**config.mk**
```make
export PLATFORM = sky130hd
export DESIGN_NAME = pipe_output_fifo_flat
export DESIGN_NICKNAME = d
export VERILOG_FILES = /design/src/rtl/pipe_output_fifo_if.sv /design/src/rtl/pipe_output_fifo.sv /design/src/flat_wrapper.sv
export SDC_FILE = /design/constraint.sdc
export NUM_CORES = 1
export LEC_CHECK = 0
export ABC_AREA = 1
export CORE_MARGIN = 2
export CORE_UTILIZATION = 52
export CTS_CLUSTER_DIAMETER = 40
export DETAILED_ROUTE_END_ITERATION = 10
export GPL_TIMING_DRIVEN = 0
export MAX_ROUTING_LAYER = met4
export PLACE_DENSITY = 0.76
export SLEW_MARGIN = 20
export SYNTH_ARGS = -nofsm -noshare
export SYNTH_HDL_FRONTEND = slang
export SYNTH_SLANG_ARGS = --single-unit
export TNS_END_PERCENT = 1
```
**constraint.sdc**
```tcl
create_clock -name clk -period 1.9 [get_ports clk]
set_input_delay 0.285 -clock clk [delete_from_list [all_inputs] [get_ports clk]]
set_output_delay 0.285 -clock clk [all_outputs]
set_load 0.01 [all_outputs]
```
**src/rtl/pipe_output_fifo_if.sv**
```systemverilog
// ============================================================================
// pipe_output_fifo_if : pipeline-side and consumer-side stream signals
// Rev 1.0
// ============================================================================
`default_nettype none

interface pipe_output_fifo_if #(
   parameter int DATA_W = 8
);
   logic              src_valid;
   logic [DATA_W-1:0] pipe_data;
   logic [DATA_W-1:0] out_data;
   logic              out_valid;
   logic              out_ready;

   // master: upstream source plus downstream consumer (bench side)
   modport master (
      output src_valid,
      output pipe_data,
      output out_ready,
      input  out_data,
      input  out_valid
   );

   // slave: the capture FIFO
   modport slave (
      input  src_valid,
      input  pipe_data,
      input  out_ready,
      output out_data,
      output out_valid
   );
endinterface

`default_nettype wire

```
**src/rtl/pipe_output_fifo.sv**
```systemverilog
// ============================================================================
// pipe_output_fifo : valid-tag shift register + show-ahead FIFO behind the
// fixed-latency pipeline. Optional macro OVF_COUNT_EN adds drop_count.
// Rev 1.0
// ============================================================================
`default_nettype none

module pipe_output_fifo #(
   parameter int DATA_W   = 8,
   parameter int DEPTH    = 8,
   parameter int PIPE_LAT = 5
) (
   input  wire logic                   clk,
   input  wire logic                   reset_n,
   input  wire logic                   flush,
   pipe_output_fifo_if.slave           bus,
   output logic [$clog2(DEPTH):0]      count,
   output logic                        full,
   output logic                        empty,
   output logic                        overflow
`ifdef OVF_COUNT_EN
   ,
   output logic [7:0]                  drop_count
`endif
);

   localparam int c_ADDR_W = $clog2(DEPTH);
   localparam int c_CNT_W  = c_ADDR_W + 1;
   localparam logic [c_CNT_W-1:0] c_DEPTH_CNT = c_CNT_W'(DEPTH);

   logic [PIPE_LAT-1:0] r_tags;
   logic [c_ADDR_W-1:0] r_wr_ptr;
   logic [c_ADDR_W-1:0] r_rd_ptr;
   logic [c_CNT_W-1:0]  r_count;
   logic                r_overflow;
   logic [DATA_W-1:0]   r_mem [DEPTH];

   logic w_push;
   logic w_pop;
   logic w_write;
   logic w_drop;

   // Tag pipe mirrors the pipeline latency so a tag reaches the tail exactly
   // when its byte is stable on pipe_data.
   generate
      if (PIPE_LAT == 1) begin : g_tag_single
         always_ff @(posedge clk or negedge reset_n) begin
            if (!reset_n)   r_tags <= '0;
            else if (flush) r_tags <= '0;
            else            r_tags <= bus.src_valid;
         end
      end else begin : g_tag_shift
         always_ff @(posedge clk or negedge reset_n) begin
            if (!reset_n)   r_tags <= '0;
            else if (flush) r_tags <= '0;
            else            r_tags <= {r_tags[PIPE_LAT-2:0], bus.src_valid};
         end
      end
   endgenerate

   assign w_push  = r_tags[PIPE_LAT-1] & ~flush;
   assign w_pop   = bus.out_valid & bus.out_ready & ~flush;
   // A full FIFO still accepts the push when the head leaves the same edge.
   assign w_write = w_push & (~full | w_pop);
   assign w_drop  = w_push & full & ~w_pop;

   always_ff @(posedge clk or negedge reset_n) begin
      if (!reset_n) begin
         r_wr_ptr   <= '0;
         r_rd_ptr   <= '0;
         r_count    <= '0;
         r_overflow <= 1'b0;
      end else if (flush) begin
         r_wr_ptr   <= '0;
         r_rd_ptr   <= '0;
         r_count    <= '0;
         r_overflow <= 1'b0;
      end else begin
         if (w_write) r_wr_ptr <= r_wr_ptr + 1'b1;
         if (w_pop)   r_rd_ptr <= r_rd_ptr + 1'b1;
         if (w_write && !w_pop)      r_count <= r_count + 1'b1;
         else if (w_pop && !w_write) r_count <= r_count - 1'b1;
         if (w_drop) r_overflow <= 1'b1;
      end
   end

   always_ff @(posedge clk) begin
      if (w_write) r_mem[r_wr_ptr] <= bus.pipe_data;
   end

`ifdef OVF_COUNT_EN
   logic [7:0] r_drop_count;

   always_ff @(posedge clk or negedge reset_n) begin
      if (!reset_n)                          r_drop_count <= '0;
      else if (flush)                        r_drop_count <= '0;
      else if (w_drop && r_drop_count != 8'hFF) r_drop_count <= r_drop_count + 1'b1;
   end

   assign drop_count = r_drop_count;
`endif

   assign count         = r_count;
   assign full          = (r_count == c_DEPTH_CNT);
   assign empty         = (r_count == '0);
   assign overflow      = r_overflow;
   assign bus.out_valid = ~empty;
   // Storage is unreset, so mask the head while nothing valid is held.
   assign bus.out_data  = empty ? '0 : r_mem[r_rd_ptr];

endmodule

`default_nettype wire

```
**src/flat_wrapper.sv**
```systemverilog
// flat-port wrapper written by rule: the top's interface ports become plain ports
module pipe_output_fifo_flat 
#(
   parameter int DATA_W   = 8,
   parameter int DEPTH    = 8,
   parameter int PIPE_LAT = 5
)
  (clk, reset_n, flush, count, full, empty, overflow, bus_src_valid, bus_pipe_data, bus_out_ready, bus_out_data, bus_out_valid);
  pipe_output_fifo_if #(.DATA_W(DATA_W)) bus_i ();
  input  wire logic clk;
  input  wire logic reset_n;
  input  wire logic flush;
  output logic [$clog2(DEPTH):0] count;
  output logic full;
  output logic empty;
  output logic overflow;
  input wire logic [$bits(bus_i.src_valid)-1:0] bus_src_valid;
  input wire logic [$bits(bus_i.pipe_data)-1:0] bus_pipe_data;
  input wire logic [$bits(bus_i.out_ready)-1:0] bus_out_ready;
  output wire logic [$bits(bus_i.out_data)-1:0] bus_out_data;
  output wire logic [$bits(bus_i.out_valid)-1:0] bus_out_valid;
  assign bus_i.src_valid = bus_src_valid;
  assign bus_i.pipe_data = bus_pipe_data;
  assign bus_i.out_ready = bus_out_ready;
  assign bus_out_data = bus_i.out_data;
  assign bus_out_valid = bus_i.out_valid;
  pipe_output_fifo #(.DATA_W(DATA_W), .DEPTH(DEPTH), .PIPE_LAT(PIPE_LAT)) u_core (.clk(clk), .reset_n(reset_n), .flush(flush), .bus(bus_i), .count(count), .full(full), .empty(empty), .overflow(overflow));
endmodule
```
==> results <==
- The analysis attributes to cell leakage a power of roughly 1.7 nW.
- Max-cap violations in this run came to 0.
- Across every metal layer, demand over resource in global routing totals 0.225.
- The final max-slew violation count is 0.
- The post-DP HPWL is 4.78 mm.
- The top-level port count is 29.
- Of all nets on the critical path, the largest fanout is 6.
- Prior to clock tree synthesis, the placed netlist has a worst setup slack of -0.375 ns.
- The clock tree buffer depth is 2.
- Setup repair after global routing could not meet its margin everywhere.
- The required time of the critical path is ~1.6 ns.
- The floorplan has 29 rows.
- The area growth from synthesis to final layout is 26.4%.
- The average routed wire per standard cell is 17.8 um.
- The first global-routing pass estimated roughly 12 mm of wire.
- The net total in the final layout is 380.
- For the pin with the worst max-slew slack, the measured transition is around 0.73 ns.
- The number of sinks on the clock net is 80.
- Headroom to the max-slew limit came out at 0.509.
- The Yosys step of the flow raised 0 warnings.
- The flow ran to the end, but the final reports show violations.
- Counting I/O delays and the setup requirement, the final critical path takes approximately 2.0 ns.
- The number of port buffers is 27.
- The y dimension of the die is 85.9 um.
- Counting every net in the synthesized netlist gives roughly 330.
- The worst hold path belongs to the class input port to register.
- For the final database, setup skew stands at around 0.010 ns.
- The number of antenna repair diodes is 0.
- The fraction of layout instances using a drive strength above 1 is 0.292.
- The library cells used most frequently in the layout, excluding fill and tap cells, are 64 x edfxtp_1, 61 x nor2_1, 36 x o21ai_1.
- The root buffer selected by CTS is clkbuf_8.
- The count of flip-flops with a built-in enable after synthesis is 64.
- The initial detailed-routing violation count is roughly 300.
- The number of buffers added by the clock tree synthesis step is 9.
- Dividing the detail-routed via count by the number of cells gives roughly 5.5.
- The pin count of the biggest net entering global routing is 17.
- Routability-driven placement finished with a final weighted congestion of 0.803.
- Setup violations remaining at the end of the flow were counted as 8.
- For this run, the number of standard cells in the final layout without fillers is approximately 440.
- For this run the aggregate overflow at the end of global routing stands at 0.
- The effective utilization at floorplan is 0.544.
- TritonCTS built the clock tree.
- Of the available clock period, the critical path in the final layout requires 1.07.
- The overall routed net length is 7.91 mm.
- The worst-skew pair later-pin latency is around 0.35 ns.
- The worst IR drop on VDD is roughly 0.8 mV.
- The region available for standard cell placement spans 6420 sq um.
- In this run the power density over the cells is ~1200 nW/um^2.
- In this run the cell area of the synthesized design comes to 3490 sq um.
- The number of endpoints with negative hold slack in the final report is 0.
- From left edge to right edge, the die measures between 80 and 90 um.
- The arrival time at the worst endpoint is about 1.7 ns.
- After clock tree synthesis, the clock-pin slew on the worst setup and hold paths is 0.08 ns.
- For this run, design rule violations remaining after detail routing come to 0.
- The number of synthesized register bits is 80.
- The via count of the first global-routing pass is between 2000 and 2500.
- In the synthesized netlist the async set-or-reset flop fraction comes to 0.200.
- The final reports fail on setup timing.
- STA classifies the critical path startpoint as a register.
- The number of hold buffers added after CTS was 0.
- The post-detailed-route count of antenna-violating nets is 0.
- Once routing completed, OpenROAD measured the worst setup slack at -0.128 ns.
- Derived from the worst setup path, the maximum achievable clock frequency is 0.493 GHz.
- The number of antenna violations at the first check in global routing is 0.
- The most frequent standard cell in the layout excluding fill and tap cells is edfxtp_1.
- The largest area contributor in the synthesized netlist is edfxtp_1.
- The routed layout has 2457 vias.
- The die area is ~7400 sq um.
- CTS built an H-tree with a depth of 3.
- The share of the Yosys chip area taken by registers is 0.665.
- Including well taps, the total number of placed cells is 415.
- The most used flip-flop cell after synthesis is edfxtp_1.
- The post-synthesis area per instance is around 11 sq um.
- After synthesis, the cell types taking the most area are edfxtp_1 55%, dfrtp_1 11%, nor2_1 8.1%, o21ai_1 4.7%, o21ai_0 3.9%.
- The worst setup path is of the register to output pin kind.
- The top cell type's share of synthesized area is 0.551.
- The detailed-router iteration count before antenna repair is 5.
- The number of unique standard cell types used by synthesis is 27.
- The post-synthesis cell count is around 310.
- The element type at the critical path end is an output pin.
==> report_power, final <==
part	total, W	switching [W]	internal, W
sequential	0.00202	0.0000687	0.00195
clock	0.00120	0.000603	0.000601
combinational	0.00220	0.00122	0.000983
total	0.00543	0.00189	0.00354
==> critical path: stages (launching register included) <==
cell and delay (ns):
dfrtp_2 0.44, buf_12 0.16, clkbuf_16 0.16, o21ai_1 0.17, o21ai_1 0.11, o21ai_1 0.15
nor2_1 0.06, buf_2 0.14
==> flip-flops by register name, indices dropped and copies added, names as in the netlist <==
register / count
u_core.overflow: 1
u_core.r_mem: 64
u_core.count: 4
u_core.r_tags: 5
u_core.r_rd_ptr: 3
u_core.r_wr_ptr: 3
==> final timing paths <==
check                                                from                          end  slack [ns]  cells past startpoint
setup / recovery           u_core.r_rd_ptr[0]$_DFFE_PN0P_              bus_out_data[2]       -0.13                      7
min in group asynchronous                         reset_n  u_core.count[3]$_DFFE_PN0P_        0.37                      1
hold / removal                                      flush   u_core.r_tags[2]$_DFF_PN0_        0.18                      2
max in group asynchronous                         reset_n  u_core.count[1]$_DFFE_PN0P_        1.03                      1
setup reg to reg              u_core.count[1]$_DFFE_PN0P_  u_core.count[3]$_DFFE_PN0P_        0.05                     14
hold reg to reg                u_core.r_tags[1]$_DFF_PN0_   u_core.r_tags[2]$_DFF_PN0_        0.46                      2
==> Yosys cell counts (4+ instances only) <==
master,instances
nor2_1,75
edfxtp_1,64
o21ai_1,33
o21ai_0,27
nand2_1,23
inv_1,17
dfrtp_1,16
buf_2,8
nand3_1,8
ha_1,4
inv_2,4
nand2_2,4
nand2_4,4
nor3_2,4
==> per-layer routing <==
metal | GRT usage | share of wire
met1 | 0.306 | 0.41
met2 | 0.342 | 0.49
met3 | 0.0346 | 0.075
met4 | 0.0909 | 0.023
met5 | - | 0
==> cell type report <==
type | count | area [sq um]
buffer | 11 | 133
fill | 457 | 2010
timing repair buffer | 41 | 387
inverter | 22 | 97.6
clock inverter | 6 | 57.6
tap | 77 | 96.3
sequential | 80 | 2330
clock buffer | 10 | 128
multi-input combinational | 197 | 1190
==> through the flow <==
stage	area [sq um]	power, W	utilization	setup TNS [ns]	hold slack, ns
after floorplan	3490	0.00307	-	0	-0.0106
after global placement	3860	0.00377	0.601	-20.41	0.442
after detailed placement	3860	0.00380	0.601	-22.26	0.447
after CTS	4160	0.00511	0.648	-0.686	0.183
after global routing	4410	0.00572	0.687	-1.39	0.191
final	4410	0.00543	0.687	-0.799	0.184
==> repair_timing <==
item,CTS,global route
setup buffers,9,3
hold endpoints to repair,0,0
gates cloned,0,2
resized for setup,75,55
pin swaps,13,31
endpoints found under the setup margin,76,49
==> cells by family (layout without fill, tap and decap cells) <==
kind of cell | Yosys count | count (layout) | share of synthesized area
DFF | 80 | 80 | 0.665
AOI/OAI and AO/OA | 65 | 65 | 0.0950
adders and majority gates | 5 | 5 | 0.0201
and+or+nand+nor | 125 | 125 | 0.171
buffers and inverters | 34 | 90 | 0.0434
xor gates and xnor gates | 2 | 2 | 0.00502
Note: power is estimated with default switching activity, not from simulation.
